<file path="config.mk">
export PLATFORM = sky130hd
export DESIGN_NAME = reg_cmd_ctrl
export DESIGN_NICKNAME = d
export VERILOG_FILES = /design/src/rtl/reg_cmd_ctrl_pkg.sv /design/src/rtl/reg_cmd_ctrl.sv
export SDC_FILE = /design/constraint.sdc
export NUM_CORES = 1
export LEC_CHECK = 0
export ABC_AREA = 1
export ABC_CLOCK_PERIOD_IN_PS = 2070
export CELL_PAD_IN_SITES_DETAIL_PLACEMENT = 1
export CELL_PAD_IN_SITES_GLOBAL_PLACEMENT = 2
export CORE_MARGIN = 2
export CORE_UTILIZATION = 30
export DETAILED_ROUTE_END_ITERATION = 16
export PLACE_DENSITY = 0.84
export SETUP_SLACK_MARGIN = 0.02
export SLEW_MARGIN = 5
export SYNTH_ARGS = -nofsm -noshare
export SYNTH_HDL_FRONTEND = slang
export SYNTH_SLANG_ARGS = --single-unit
</file>
<file path="constraint.sdc">
create_clock -name CLK -period 2.07 [get_ports CLK]
set_input_delay 0.207 -clock CLK [delete_from_list [all_inputs] [get_ports CLK]]
set_output_delay 0.207 -clock CLK [all_outputs]
set_load 0.02 [all_outputs]
</file>
<file path="src/rtl/reg_cmd_ctrl_pkg.sv">
`timescale 1ns/1ps
// reg_cmd_ctrl_pkg: command codes, operand register addresses and FSM state
// encoding shared by the command controller and anything that talks to it.
package reg_cmd_ctrl_pkg;

  localparam logic [7:0] CMD_RF_WR   = 8'hAA;  // addr, data
  localparam logic [7:0] CMD_RF_RD   = 8'hBB;  // addr
  localparam logic [7:0] CMD_ALU_OP  = 8'hCC;  // A, B, fun
  localparam logic [7:0] CMD_ALU_NOP = 8'hDD;  // fun

  // ALU operands live in fixed register file slots.
  localparam int OPA_ADDR = 0;
  localparam int OPB_ADDR = 1;

  typedef enum logic [3:0] {
    IDLE, WR_ADDR, WR_DATA, RD_ADDR, RD_WAIT,
    OP_A, OP_B, ALU_FUNC, ALU_WAIT, TX_BYTE0, TX_BYTE1
  } state_e;

endpackage

</file>
<file path="src/rtl/reg_cmd_ctrl.sv">
`timescale 1ns/1ps
// reg_cmd_ctrl: decodes framed command bytes from the RX path, drives the
// register file and ALU, and pushes response bytes into the TX FIFO.
//   CLK/RST          reference clock, async active-low reset
//   RX_P_DATA/D_VLD  incoming byte + single-cycle strobe
//   RF_*             register file address/enables/write data, read return
//   ALU_*            ALU strobe/function, result return
//   CLK_GATE_EN      ALU clock-gate enable (high while an ALU op is pending)
//   FIFO_FULL        TX FIFO back-pressure
//   TX_P_DATA/D_VLD  byte + write strobe into the TX FIFO
// Every output comes straight from a flop.
module reg_cmd_ctrl
  import reg_cmd_ctrl_pkg::*;
#(
  parameter int DATAWIDTH = 8,
  parameter int ADDR      = 4,
  parameter int ALU_OUT_W = 16,
  parameter int FUN_W     = 4
) (
  input  logic                 CLK,
  input  logic                 RST,
  input  logic [DATAWIDTH-1:0] RX_P_DATA,
  input  logic                 RX_D_VLD,
  output logic [ADDR-1:0]      RF_Address,
  output logic                 RF_WrEn,
  output logic                 RF_RdEn,
  output logic [DATAWIDTH-1:0] RF_WrData,
  input  logic [DATAWIDTH-1:0] RF_RdData,
  input  logic                 RF_RdData_Valid,
  output logic                 ALU_EN,
  output logic [FUN_W-1:0]     ALU_FUN,
  input  logic [ALU_OUT_W-1:0] ALU_OUT,
  input  logic                 ALU_OUT_VLD,
  output logic                 CLK_GATE_EN,
  input  logic                 FIFO_FULL,
  output logic [DATAWIDTH-1:0] TX_P_DATA,
  output logic                 TX_D_VLD
);

  state_e                 state_q, state_d;
  logic                   two_byte_q, two_byte_d;  // ALU response: send MSB too
  logic [ALU_OUT_W-1:0]   result_q, result_d;
  logic [ADDR-1:0]        rf_addr_q, rf_addr_d;
  logic [DATAWIDTH-1:0]   rf_wrdata_q, rf_wrdata_d;
  logic                   rf_wren_q, rf_wren_d;
  logic                   rf_rden_q, rf_rden_d;
  logic                   alu_en_q, alu_en_d;
  logic [FUN_W-1:0]       alu_fun_q, alu_fun_d;
  logic                   clk_gate_q, clk_gate_d;
  logic [DATAWIDTH-1:0]   tx_data_q, tx_data_d;
  logic                   tx_vld_q, tx_vld_d;

  always_comb begin
    state_d     = state_q;
    two_byte_d  = two_byte_q;
    result_d    = result_q;
    rf_addr_d   = rf_addr_q;
    rf_wrdata_d = rf_wrdata_q;
    rf_wren_d   = 1'b0;
    rf_rden_d   = 1'b0;
    alu_en_d    = 1'b0;
    alu_fun_d   = alu_fun_q;
    tx_data_d   = tx_data_q;
    tx_vld_d    = 1'b0;
    case (state_q)
      IDLE: if (RX_D_VLD) begin
        case (RX_P_DATA)
          CMD_RF_WR:   state_d = WR_ADDR;
          CMD_RF_RD:   begin state_d = RD_ADDR;  two_byte_d = 1'b0; end
          CMD_ALU_OP:  begin state_d = OP_A;     two_byte_d = 1'b1; end
          CMD_ALU_NOP: begin state_d = ALU_FUNC; two_byte_d = 1'b1; end
          default:     ;  // unknown command byte: stay idle
        endcase
      end
      WR_ADDR: if (RX_D_VLD) begin
        rf_addr_d = RX_P_DATA[ADDR-1:0];
        state_d   = WR_DATA;
      end
      WR_DATA: if (RX_D_VLD) begin
        rf_wren_d   = 1'b1;
        rf_wrdata_d = RX_P_DATA;
        state_d     = IDLE;
      end
      RD_ADDR: if (RX_D_VLD) begin
        rf_addr_d = RX_P_DATA[ADDR-1:0];
        rf_rden_d = 1'b1;
        state_d   = RD_WAIT;
      end
      RD_WAIT: if (RF_RdData_Valid) begin
        result_d = ALU_OUT_W'(RF_RdData);
        state_d  = TX_BYTE0;
      end
      OP_A: if (RX_D_VLD) begin
        rf_addr_d   = ADDR'(OPA_ADDR);
        rf_wrdata_d = RX_P_DATA;
        rf_wren_d   = 1'b1;
        state_d     = OP_B;
      end
      OP_B: if (RX_D_VLD) begin
        rf_addr_d   = ADDR'(OPB_ADDR);
        rf_wrdata_d = RX_P_DATA;
        rf_wren_d   = 1'b1;
        state_d     = ALU_FUNC;
      end
      ALU_FUNC: if (RX_D_VLD) begin
        alu_en_d  = 1'b1;
        alu_fun_d = RX_P_DATA[FUN_W-1:0];
        state_d   = ALU_WAIT;
      end
      ALU_WAIT: if (ALU_OUT_VLD) begin
        result_d = ALU_OUT;
        state_d  = TX_BYTE0;
      end
      TX_BYTE0: if (!FIFO_FULL) begin
        tx_vld_d  = 1'b1;
        tx_data_d = result_q[DATAWIDTH-1:0];
        state_d   = two_byte_q ? TX_BYTE1 : IDLE;
      end
      TX_BYTE1: if (!FIFO_FULL) begin
        tx_vld_d  = 1'b1;
        tx_data_d = result_q[2*DATAWIDTH-1:DATAWIDTH];
        state_d   = IDLE;
      end
      default: state_d = IDLE;
    endcase
  end

  // Registered from the next state so the gate tracks ALU_FUNC/ALU_WAIT
  // exactly while the FSM sits in them.
  assign clk_gate_d = (state_d == ALU_FUNC) || (state_d == ALU_WAIT);

  always_ff @(posedge CLK or negedge RST) begin
    if (!RST) begin
      state_q     <= IDLE;
      two_byte_q  <= 1'b0;
      result_q    <= '0;
      rf_addr_q   <= '0;
      rf_wrdata_q <= '0;
      rf_wren_q   <= 1'b0;
      rf_rden_q   <= 1'b0;
      alu_en_q    <= 1'b0;
      alu_fun_q   <= '0;
      clk_gate_q  <= 1'b0;
      tx_data_q   <= '0;
      tx_vld_q    <= 1'b0;
    end else begin
      state_q     <= state_d;
      two_byte_q  <= two_byte_d;
      result_q    <= result_d;
      rf_addr_q   <= rf_addr_d;
      rf_wrdata_q <= rf_wrdata_d;
      rf_wren_q   <= rf_wren_d;
      rf_rden_q   <= rf_rden_d;
      alu_en_q    <= alu_en_d;
      alu_fun_q   <= alu_fun_d;
      clk_gate_q  <= clk_gate_d;
      tx_data_q   <= tx_data_d;
      tx_vld_q    <= tx_vld_d;
    end
  end

  assign RF_Address  = rf_addr_q;
  assign RF_WrEn     = rf_wren_q;
  assign RF_RdEn     = rf_rden_q;
  assign RF_WrData   = rf_wrdata_q;
  assign ALU_EN      = alu_en_q;
  assign ALU_FUN     = alu_fun_q;
  assign CLK_GATE_EN = clk_gate_q;
  assign TX_P_DATA   = tx_data_q;
  assign TX_D_VLD    = tx_vld_q;

endmodule
</file>
==> metrics.log, run 1 <==
INFO  metric power_leakage = roughly 1.5 nW
INFO  metric cp-start-kind = flop
INFO  metric detail_route.first_pass.iterations = 4
INFO  metric critical-path-slowest-cell = dfrtp_1
INFO  metric total_die_area = ~8700 um^2
INFO  metric final_cell_mix = 70 x nand2_1, 65 x clkdlybuf4s50_1, 50 x dfrtp_1, 36 x nand3_1, 33 x nor2_1
INFO  metric vias = 2051
INFO  metric final_net_count = around 380
INFO  metric dieWidth = 93.37 um
INFO  metric final_core_occ = 41.68%
INFO  metric total_congestion_overflow_after_global_routing = 0
INFO  metric synth_fp_nets = roughly 320
INFO  metric routed_wire_length_per_instance = 13.74 um
INFO  metric antenna_cells = 0
INFO  metric floorplan.initialDensity = 31.01%
INFO  metric grt_start_max_net_pins = just over 50
INFO  metric yosysWarningCount = 0
INFO  metric fp.coreArea = 7727 um^2
INFO  metric timing.critical_path.cells = inv_2 > nand2_2 > inv_2 > o21ai_4 > inv_2 > o21ai_4 > inv_1 > nand2_1 > nand2_1
INFO  metric seqPwrFrac = 40.6%
INFO  metric drt.antenna.violating_nets = 0
INFO  metric worstPathRequired = between 2 and 2.5 ns
INFO  metric power_frac_clock = ~15%
INFO  metric synth_seq_cells = 50
INFO  metric setup_total_negative_slack = 0 ns
INFO  metric clock_latency = 0.30 ns
INFO  metric antenna_found_initial = 0
INFO  metric cellInternalPower = between 0.002 and 0.0025 W
INFO  metric clockRootBuffer = clkbuf_8
INFO  metric critical_path.max_fanout = 15
INFO  metric detail_route.iter0.violations = 58
INFO  metric detailedPlacementHpwl = about 4800 um
INFO  metric reg2reg_depth = 9
INFO  metric ir_drop = between 200 and 300 uV
INFO  metric worst_setup_hold_path_clk_slew = 0.09 ns
INFO  metric routabilityCongestion = between 0.8 and 0.9
INFO  metric cts_sinks = 50
INFO  metric cpPeakStageDelay = around 0.44 ns
INFO  metric area_growth_from_synthesis_to_layout = 34.41%
INFO  metric worstMarginPinSlew = around 0.36 ns
INFO  metric drcViolationCount = 0
INFO  metric synth_sequential_area_ratio = a little over half
INFO  metric groute.usage.overall = between 10% and 20%
INFO  metric combPwrFrac = between 40 and 50%
INFO  metric cts_made_buffers = 5
INFO  metric drt-vias-per-instance = roughly 4.6
INFO  metric drive_gt1_share = under 10%
INFO  metric end_kind = flop
INFO  metric run_status = finished clean
INFO  metric synthFlopType = dfrtp_1
INFO  metric min_period_over_period = roughly four fifths
INFO  metric layout_min_cycle_time = between 1.5 and 2 ns
INFO  metric row_count = 32
INFO  metric critical_path_class = reg -> reg
INFO  metric post-cts-setup-buffer-count = 0
INFO  metric cts-htree-levels = 2
INFO  metric power.switching = between 0.0015 and 0.002 W
INFO  metric slew_viol_final = 0
INFO  metric slew_headroom = approximately 76%
INFO  metric post_route_clock_skew = ~0.01 ns
INFO  metric timing.critical_path.mode_cell = inv_2
INFO  metric fillerInstances = 923
INFO  metric sw_frac_of_total = between 30% and 40%
INFO  metric most_common_library_cell_in_the_layout_ignoring_fill_and_taps = nand2_1
INFO  metric die_h = approximately 93 um
INFO  metric netlist_area = between 2000 and 2500 um^2
INFO  metric syn-mean-instance-area = between 8 and 9 um^2
INFO  metric final_hold_fails = 0
INFO  metric first_global_vias = approximately 2100
INFO  metric postSynth.asyncResetShare = 100.0%
INFO  metric cap_violations = 0
INFO  metric max_freq = between 0.5 and 0.6 GHz
INFO  metric wire_length_of_the_first_global_routing_pass = approximately 10000 um
INFO  metric cts_tree = yes
INFO  metric drt_wl_total = ~6000 um
INFO  metric synth_cell_types = 25
INFO  metric max-clock-path-buffers = 2
INFO  metric unrepaired_setup_endpoints_after_global_routing = no
INFO  metric postSynthCellCount = between 200 and 300
INFO  metric final-setup-viol-count = 0
INFO  metric worstPathArrival = ~1.9 ns
INFO  metric hold_class = in -> async
INFO  metric ios = 67
INFO  metric io_buffers = 66
INFO  metric synth_enable_flop_cells = 0
INFO  metric power.density_cell_area = approximately 1200 nW/um^2
cell usage after synthesis, types with 3 or more instances:
cell | n | area (um^2)
o21ai_0 | 10 | 50.05
inv_2 | 6 | 22.52
buf_6 | 5 | 56.30
nor2_4 | 5 | 56.30
dfrtp_1 | 50 | 1251
nand3_1 | 36 | 180.2
buf_4 | 3 | 22.52
o22ai_1 | 3 | 18.77
inv_1 | 18 | 67.56
nor2_1 | 33 | 123.9
a31oi_1 | 16 | 100.1
nand2_1 | 70 | 262.8
a21oi_1 | 4 | 20.02
path summary, 6_finish.rpt:
| kind | start | endpoint | slack [ns] |
|---|---|---|---|
| worst max-delay path | state_q[0]$_DFF_PN0_ | RF_WrData[5]$_DFFE_PN0P_ | 0.38 |
| worst min-delay path | RST | state_q[2]$_DFF_PN0_ | 0.43 |
| worst max register to register | state_q[0]$_DFF_PN0_ | RF_WrData[5]$_DFFE_PN0P_ | 0.38 |
| worst min register to register | RF_WrData[3]$_DFFE_PN0P_ | RF_WrData[3]$_DFFE_PN0P_ | 0.49 |
| max in group asynchronous | RST | ALU_EN$_DFF_PN0_ | 1.41 |
| min in group CLK | RF_RdData[0] | result_q[0]$_DFFE_PN0P_ | 0.46 |
cell families (layout without fill, tap and decap cells):
family,after synthesis,count (layout),share of synthesized area (%)
and+or+nand+nor,156,156,30.34
AOI/OAI and AO/OA,39,39,10.39
DFF,50,50,52.22
buffers and inverters,32,99,7.049
power by group through the flow:
stage               Clock, W  Combinational [W]  Sequential [W]
floorplan                  0           0.000831         0.00177
global placement           0            0.00169         0.00157
detailed placement         0            0.00172         0.00158
CTS                 0.000586            0.00173         0.00156
global route        0.000620            0.00188         0.00160
finish              0.000567            0.00170         0.00155
registers in the layout (all words and copies together) (netlist names):
| register | flops |
|---|---|
| TX_P_DATA | 8 |
| CLK_GATE_EN | 1 |
| state_q | 4 |
| TX_D_VLD | 1 |
| RF_WrData | 8 |
| RF_RdEn | 1 |
| ALU_EN | 1 |
| ALU_FUN | 4 |
| two_byte_q | 1 |
| RF_Address | 4 |
| RF_WrEn | 1 |
| result_q | 16 |
layer usage:
layer  track usage (%)  share of wire (%)  vias to the layer above  wire [um]
met5                 0                  0                        -          0
met4             3.676               0.86                        0         53
met3             2.579                2.7                        4        166
met2             24.16                 47                       35       2868
met1             20.82                 50                      969       3039
li1                  -                  -                     1043          -
worst max-delay path, delay by kind of cell (launching register included):
kind | cells | cell delay, ns
AO/OA/AOI/OAI | 2 | 0.52
flip-flops | 1 | 0.44
buffers and inverters | 4 | 0.39
AND/OR/NAND/NOR | 3 | 0.23
cell type report:
class                      instances  area, um^2  area share [%]
clock buffer                       6       82.58           2.564
inverter                          24       90.09           2.797
multi-input combinational        195       975.9           30.30
sequential                        50        1251           38.85
tap                              102       127.6           3.963
timing repair buffer              69       693.2           21.52
per-stage QoR:
step | hold WS [ns] | instances | setup WS [ns] | total power, W | cell area (um^2)
finish | 0.4269 | 446 | 0.3782 | 0.003818 | 3221
global placement | 0.2167 | 439 | 0.3610 | 0.003255 | 3128
floorplan | -0.08859 | 277 | 0.6665 | 0.002600 | 2396
CTS | 0.4295 | 446 | 0.3654 | 0.003871 | 3221
global route | 0.4491 | 446 | 0.2033 | 0.004104 | 3221
detailed placement | 0.2206 | 439 | 0.2553 | 0.003301 | 3128
what timing repair did:
item	CTS	global route
hold buffers	1	0
hold endpoints to repair	50	0
resized for setup	0	0
No activity file was read; power rests on OpenSTA's default activity.
==> run 2: changes to the inputs <==
ABC_CLOCK_PERIOD_IN_PS = 1550   (was 2070)
CORE_UTILIZATION = 25   (was 30)
PLACE_DENSITY = 0.75   (was 0.84)
clock period = 1.55 ns   (was 2.07 ns; I/O delays follow)
==> metrics.log, run 2 (synthesis gave the netlist of run 1 again) <==
INFO  metric groute.usage.overall = 13.10% (-1.8 points)
INFO  metric grt_start_max_net_pins = 51 (unchanged)
INFO  metric worst_setup_hold_path_clk_slew = 0.09 ns (about the same)
INFO  metric power.density_cell_area = 1579 nW/um^2 (+33%)
INFO  metric layout_min_cycle_time = ~1.5 ns
INFO  metric combPwrFrac = 46.0% (+1.5 points)
INFO  metric floorplan.initialDensity = 25.81% (-5.2 points)
INFO  metric cts-htree-levels = 2 (unchanged)
INFO  metric pre_cts_slack = -0.06454 ns (-0.3198 ns)
INFO  metric register_bank_with_the_most_flops = result_q
INFO  metric clockRootBuffer = clkbuf_8
INFO  metric ir_drop = 449.0 uV (+74%)
INFO  metric unrepaired_setup_endpoints_after_global_routing = yes
INFO  metric cpPeakStageDelay = 0.64 ns (+0.20 ns)
INFO  metric drt-vias-per-instance = 4.447 (-3.3%)
INFO  metric drt.antenna.violating_nets = 0 (unchanged)
INFO  metric max_freq = 0.6860 GHz
INFO  metric fillerInstances = 1120 (+21%)
INFO  metric final_net_count = 400 (+4.4%)
INFO  metric total_die_area = 10380 um^2 (+19%)
INFO  metric antenna_cells = 0 (unchanged)
INFO  metric antenna_found_initial = 0 (unchanged)
INFO  metric most_common_library_cell_in_the_layout_ignoring_fill_and_taps = nand2_1
INFO  metric drive_gt1_share = 15.70% (+6.4 points)
INFO  metric fp.coreArea = 9284 um^2 (+20%)
INFO  metric max-clock-path-buffers = 2 (unchanged)
INFO  metric detailedPlacementHpwl = 5084 um (+5.7%)
INFO  metric ios = 67 (unchanged)
INFO  metric final-setup-viol-count = 0 (unchanged)
INFO  metric critical_path_class = reg -> out
INFO  metric cp-start-kind = flop
INFO  metric vias = 2188 (+6.7%)
INFO  metric worstPathArrival = 1.30 ns (-0.58 ns)
INFO  metric row_count = 35 (+9.4%)
INFO  metric final_hold_fails = 0 (unchanged)
INFO  metric cts_tree = yes
INFO  metric total_congestion_overflow_after_global_routing = 0 (unchanged)
INFO  metric detail_route.first_pass.iterations = 4 (unchanged)
INFO  metric dieWidth = 101.9 um (+9.1%)
INFO  metric drcViolationCount = 0 (unchanged)
INFO  metric dr_wl_met2 = 3076 um (+7.3%)
INFO  metric largest_register_ff_count = 16 (unchanged)
INFO  metric run_status = finished clean
INFO  metric cts_sinks = 50 (unchanged)
INFO  metric slew_viol_final = 0 (unchanged)
INFO  metric area_growth_from_synthesis_to_layout = 46.42%
INFO  metric sw_frac_of_total = 38.57% (-1.2 points)
INFO  metric cellInternalPower = 0.003404 W (+48%)
INFO  metric wire_length_of_the_first_global_routing_pass = 10630 um (+4.1%)
INFO  metric cts_made_buffers = 5 (unchanged)
INFO  metric power.switching = 0.002137 W (+41%)
INFO  metric die_h = 101.9 um (+9.1%)
INFO  metric slew_headroom = 78.29% (+2.7 points)
INFO  metric first_global_vias = 2174 (+5.4%)
INFO  metric hold_class = in -> async
INFO  metric worstPathRequired = 1.39 ns (-0.87 ns)
INFO  metric timing.critical_path.max_delay_family = buffers and inverters
INFO  metric dr_wl_met3 = 194 um (+17%)
INFO  metric critical_path.n_buffers_inverters = 1 (-3)
INFO  metric routed_wire_length_per_instance = 13.54 um (-1.5%)
INFO  metric routabilityCongestion = 0.8044 (-2.8%)
INFO  metric io_buffers = 66 (unchanged)
INFO  metric power_frac_clock = 16.6% (+1.8 points)
INFO  metric fin_ws = 0.09218 ns (-0.2861 ns)
INFO  metric end_kind = output port
INFO  metric power_leakage = 1.615 nW (+7.4%)
INFO  metric worstMarginPinSlew = 0.3254 ns (-0.03922 ns)
INFO  metric total_routed_wire_length_on_the_met1_layer = 3279 um (+7.9%)
INFO  metric cap_violations = 0 (unchanged)
INFO  metric seqPwrFrac = 37.5% (-3.1 points)
INFO  metric timing.critical_path.cells = clkdlybuf4s50_1
INFO  metric report.power.total = 0.005541 W (+45%)
INFO  metric min_period_over_period = 94.05%
INFO  metric critical-path-slowest-cell = clkdlybuf4s50_1
INFO  metric drt_wl_total = 6661 um (+8.7%)
INFO  metric highest_layer = met4
INFO  metric detail_route.iter0.violations = 40 (-31%)
INFO  metric post_route_clock_skew = 0.002922 ns (-0.007387 ns)
INFO  metric final_cell_mix = 69 x nand2_1, 65 x clkdlybuf4s50_1, 46 x dfrtp_1, 36 x nand3_1, 30 x nor2_1
INFO  metric clock_latency = 0.30 ns (about the same)
INFO  metric critical_path.max_fanout = 2 (-13)
-- run 2: cell count changes in the layout (fill, tap and decap cells not counted), sizes merged --
cell	previous run	this run
buf	3	19
bufinv	0	1
clkbuf	6	8
-- run 2: stage by stage --
stage	util, %	setup TNS (ns)	hold slack [ns]	instance area, um^2	cells
global route	37.79	0	0.4006	3508	492
floorplan	-	0	-0.1406	2396	277
detailed placement	35.00	-0.1993	0.1816	3249	476
CTS	36.63	0	0.3757	3401	488
global placement	35.00	0	0.1656	3249	476
finish	37.79	0	0.3573	3508	492
-- run 2: metal layers --
| metal | vias to the layer above | GRT usage [%] |
|---|---|---|
| met1 | 1063 | 17.85 |
| met2 | 36 | 21.20 |
| met4 | 0 | 4.410 |
| met3 | 8 | 2.189 |
| met5 | - | 0 |
| li1 | 1081 | - |
-- run 2: power by group through the flow --
stage               sequential [W]  combinational, W  clock (W)
finish                     0.00208           0.00255   0.000917
CTS                        0.00207           0.00248   0.000955
detailed placement         0.00210           0.00245          0
global route               0.00213           0.00282   0.000996
floorplan                  0.00236           0.00111          0
global placement           0.00209           0.00242          0
-- run 2: tightest hold or removal path: cells and delay by family --
family	cells	cell delay [ns]
buffers and inverters	3	0.89
-- run 2: area by class of cell --
cell class,count,area (um^2),share of cell area (%)
sequential,50,1256,35.81
multi-input combinational,195,1021,29.10
timing repair buffer,86,870.8,24.82
tap,129,161.4,4.601
inverter,24,92.59,2.639
clock buffer,7,76.32,2.175
clock inverter,1,30.03,0.8559
-- run 2: timing repair --
item                       in CTS  in global routing
hold buffers                    1                  0
pin swaps                       2                  5
hold endpoints to repair       50                  0
resized for setup               0                 17
setup endpoints to repair       5                 38
gates cloned                    0                  1
setup buffers                   3                  3
-- run 2: worst paths after layout --
| path | start | end | slack, ns | depth (start not counted) |
|---|---|---|---|---|
| hold / removal | RST | CLK_GATE_EN$_DFF_PN0_ | 0.36 | 3 |
| hold reg to reg | RF_WrData[1]$_DFFE_PN0P_ | RF_WrData[1]$_DFFE_PN0P_ | 0.49 | 2 |
| min in group CLK | RF_RdData[0] | result_q[0]$_DFFE_PN0P_ | 0.41 | 3 |
| setup reg to reg | state_q[0]$_DFF_PN0_ | RF_WrData[3]$_DFFE_PN0P_ | 0.12 | 9 |
| max in group asynchronous | RST | result_q[12]$_DFFE_PN0P_ | 0.94 | 3 |
| setup / recovery | TX_P_DATA[2]$_DFFE_PN0P_ | TX_P_DATA[2] | 0.09 | 1 |
==> run 3: changes to the inputs <==
CORE_MARGIN = unset   (was 2)
==> metrics.log, run 3 (synthesis gave the netlist of run 1 again) <==
INFO  metric setup_total_negative_slack = 0 ns (unchanged)
INFO  metric drive_gt1_share = 17.08% (+1.4 points)
INFO  metric timing.critical_path.max_delay_family = flip-flops
INFO  metric area_growth_from_synthesis_to_layout = 47.21%
INFO  metric post_route_clock_skew = 0.006056 ns (+0.003134 ns)
INFO  metric critical_path.n_buffers_inverters = 4 (+3)
INFO  metric drt_wl_total = 6595 um (-0.99%)
INFO  metric groute.usage.overall = 13.89% (+0.79 points)
INFO  metric grt_start_max_net_pins = 51 (unchanged)
INFO  metric cpPeakStageDelay = 0.46 ns (-0.18 ns)
INFO  metric final_core_occ = 37.99% (+0.20 points)
INFO  metric cap_violations = 0 (unchanged)
INFO  metric drt-vias-per-instance = 4.362 (-1.9%)
INFO  metric min_period_over_period = 94.55% (+0.50 points)
INFO  metric max_freq = 0.6824 GHz (-0.52%)
INFO  metric power.density_cell_area = 1582 nW/um^2 (+0.19%)
INFO  metric end_kind = flop
INFO  metric placed_cells = 479 (+0.63%)
INFO  metric final_net_count = 400 (unchanged)
INFO  metric pre_cts_slack = -0.01537 ns (+0.04918 ns)
INFO  metric detailedPlacementHpwl = 5131 um (+0.92%)
INFO  metric die_h = 99.90 um (-2.0%)
INFO  metric critical_path.max_fanout = 7 (+5)
INFO  metric dieWidth = 99.90 um (-2.0%)
INFO  metric first_global_vias = 2191 (+0.78%)
INFO  metric fin_ws = 0.08449 ns (-0.007686 ns)
INFO  metric io_buffers = 66 (unchanged)
INFO  metric power_leakage = 1.624 nW (+0.54%)
INFO  metric detail_route.iter0.violations = 72 (+80%)
INFO  metric finish.cell_count_without_fillers = 492 (unchanged)
INFO  metric critical_path_class = reg -> reg
INFO  metric clockRootBuffer = clkbuf_8
INFO  metric cts_tree = yes
INFO  metric wire_length_of_the_first_global_routing_pass = 10770 um (+1.3%)
INFO  metric drt.antenna.violating_nets = 0 (unchanged)
INFO  metric dr_wl_met3 = 180 um (-7.2%)
INFO  metric worstPathArrival = 1.70 ns (+0.40 ns)
INFO  metric drcViolationCount = 0 (unchanged)
INFO  metric total_congestion_overflow_after_global_routing = 0 (unchanged)
INFO  metric slew_headroom = 80.19% (+1.9 points)
INFO  metric floorplan.initialDensity = 25.81% (unchanged)
INFO  metric total_routed_wire_length_on_the_met1_layer = 3263 um (-0.49%)
INFO  metric total_die_area = 9980 um^2 (-3.9%)
INFO  metric run_status = finished clean
INFO  metric highest_layer = met4
INFO  metric ios = 67 (unchanged)
INFO  metric critical-path-slowest-cell = dfrtp_2
INFO  metric unrepaired_setup_endpoints_after_global_routing = yes
INFO  metric cts_sinks = 50 (unchanged)
INFO  metric final-setup-viol-count = 0 (unchanged)
INFO  metric dr_wl_met2 = 3061 um (-0.49%)
INFO  metric routed_wire_length_per_instance = 13.40 um (-0.99%)
INFO  metric cts_made_buffers = 5 (unchanged)
INFO  metric timing.critical_path.mode_cell = o21ai_4
INFO  metric hold_class = in -> async
INFO  metric worstMarginPinSlew = 0.2969 ns (-0.02846 ns)
INFO  metric register_bank_with_the_most_flops = result_q
INFO  metric worstPathRequired = 1.78 ns (+0.39 ns)
INFO  metric final_hold_fails = 0 (unchanged)
INFO  metric clock_latency = 0.30 ns (about the same)
INFO  metric timing.critical_path.cells = inv_4 > nand2_4 > inv_6 > o21ai_4 > inv_2 > o21ai_4 > buf_6 > nand2_2 > o21ai_1
INFO  metric largest_register_ff_count = 16 (unchanged)
INFO  metric vias = 2146 (-1.9%)
INFO  metric worst_setup_hold_path_clk_slew = 0.09 ns (about the same)
INFO  metric slew_viol_final = 0 (unchanged)
INFO  metric fp.coreArea = 9284 um^2 (unchanged)
INFO  metric cp-start-kind = flop
INFO  metric row_count = 35 (unchanged)
INFO  metric detail_route.first_pass.iterations = 5 (+1)
INFO  metric cts-htree-levels = 2 (unchanged)
INFO  metric layout_min_cycle_time = 1.466 ns (+0.007686 ns)
INFO  metric antenna_cells = 0 (unchanged)
INFO  metric routabilityCongestion = 0.7942 (-1.3%)
INFO  metric antenna_found_initial = 0 (unchanged)
INFO  metric max-clock-path-buffers = 2 (unchanged)
INFO  metric final_cell_mix = 65 x nand2_1, 65 x clkdlybuf4s50_1, 46 x dfrtp_1, 36 x nand3_1, 33 x nor2_1
INFO  metric ir_drop = 448.9 uV (about the same)
==> run 3: cell count changes in the layout (fill, tap and decap cells not counted), moves of 2 or more <==
cell / previous run / this run
clkinv_2: 0 / 2
nor2_2: 3 / 0
clkbuf_1: 2 / 0
nand2_1: 69 / 65
nor2_1: 30 / 33
o21ai_1: 3 / 5
o21ai_2: 1 / 3
nand2_2: 3 / 6
o21ai_0: 9 / 5
==> run 3: metrics by stage <==
| stage | hold slack (ns) | power, W | instance area [um^2] |
|---|---|---|---|
| floorplan | -0.1406 | 0.003472 | 2396 |
| CTS | 0.3717 | 0.005515 | 3418 |
| global route | 0.3878 | 0.006000 | 3527 |
| finish | 0.3400 | 0.005581 | 3527 |
| global placement | 0.1675 | 0.004505 | 3272 |
| detailed placement | 0.1695 | 0.004569 | 3272 |
==> run 3: routing by layer <==
| metal | up-vias | GRT usage [%] |
|---|---|---|
| met1 | 1016 | 19.27 |
| met5 | - | 0 |
| met2 | 43 | 22.18 |
| met3 | 9 | 2.228 |
| li1 | 1078 | - |
| met4 | 0 | 4.412 |
==> run 3: cell type report <==
| cell class | instances | area [um^2] |
|---|---|---|
| inverters | 24 | 97.59 |
| fillers | 1121 | 5757 |
| multi-input cells | 195 | 1028 |
| flip-flops and latches | 50 | 1256 |
| clock inverters | 3 | 40.04 |
| well taps | 129 | 161.4 |
| repair buffers | 86 | 874.6 |
| clock buffers | 5 | 68.82 |
==> run 3: worst register-to-register path, stage by stage (launching register included) <==
cell and delay, ns:
dfrtp_2 0.46, inv_4 0.07, nand2_4 0.09, inv_6 0.05, o21ai_4 0.16, inv_2 0.06, o21ai_4 0.22, buf_6 0.18
nand2_2 0.04, o21ai_1 0.06
==> run 3: worst paths after layout <==
| check | start | slack (ns) | depth (start not counted) | end |
|---|---|---|---|---|
| setup / recovery | state_q[0]$_DFF_PN0_ | 0.08 | 9 | RF_WrData[3]$_DFFE_PN0P_ |
| hold / removal | RST | 0.34 | 3 | RF_RdEn$_DFF_PN0_ |
| setup reg to reg | state_q[0]$_DFF_PN0_ | 0.08 | 9 | RF_WrData[3]$_DFFE_PN0P_ |
| hold reg to reg | RF_WrData[0]$_DFFE_PN0P_ | 0.49 | 2 | RF_WrData[0]$_DFFE_PN0P_ |
| max in group asynchronous | RST | 0.94 | 3 | RF_WrData[2]$_DFFE_PN0P_ |
| min in group CLK | RF_RdData[5] | 0.40 | 3 | result_q[5]$_DFFE_PN0P_ |
==> run 3: what timing repair did <==
item                                    CTS  global route
setup buffers                             1             2
endpoints found under the hold margin    50             0
endpoints found under the setup margin    5            35
gates cloned                              0             1
hold buffers                              1             0
pin swaps                                 1             4
gates resized for setup                   1            26
==> run 3: power breakdown <==
group	internal, W	switching (W)
combinational	0.00117	0.00139
clock	0.000476	0.000437
sequential	0.00177	0.000331
total	0.00342	0.00216
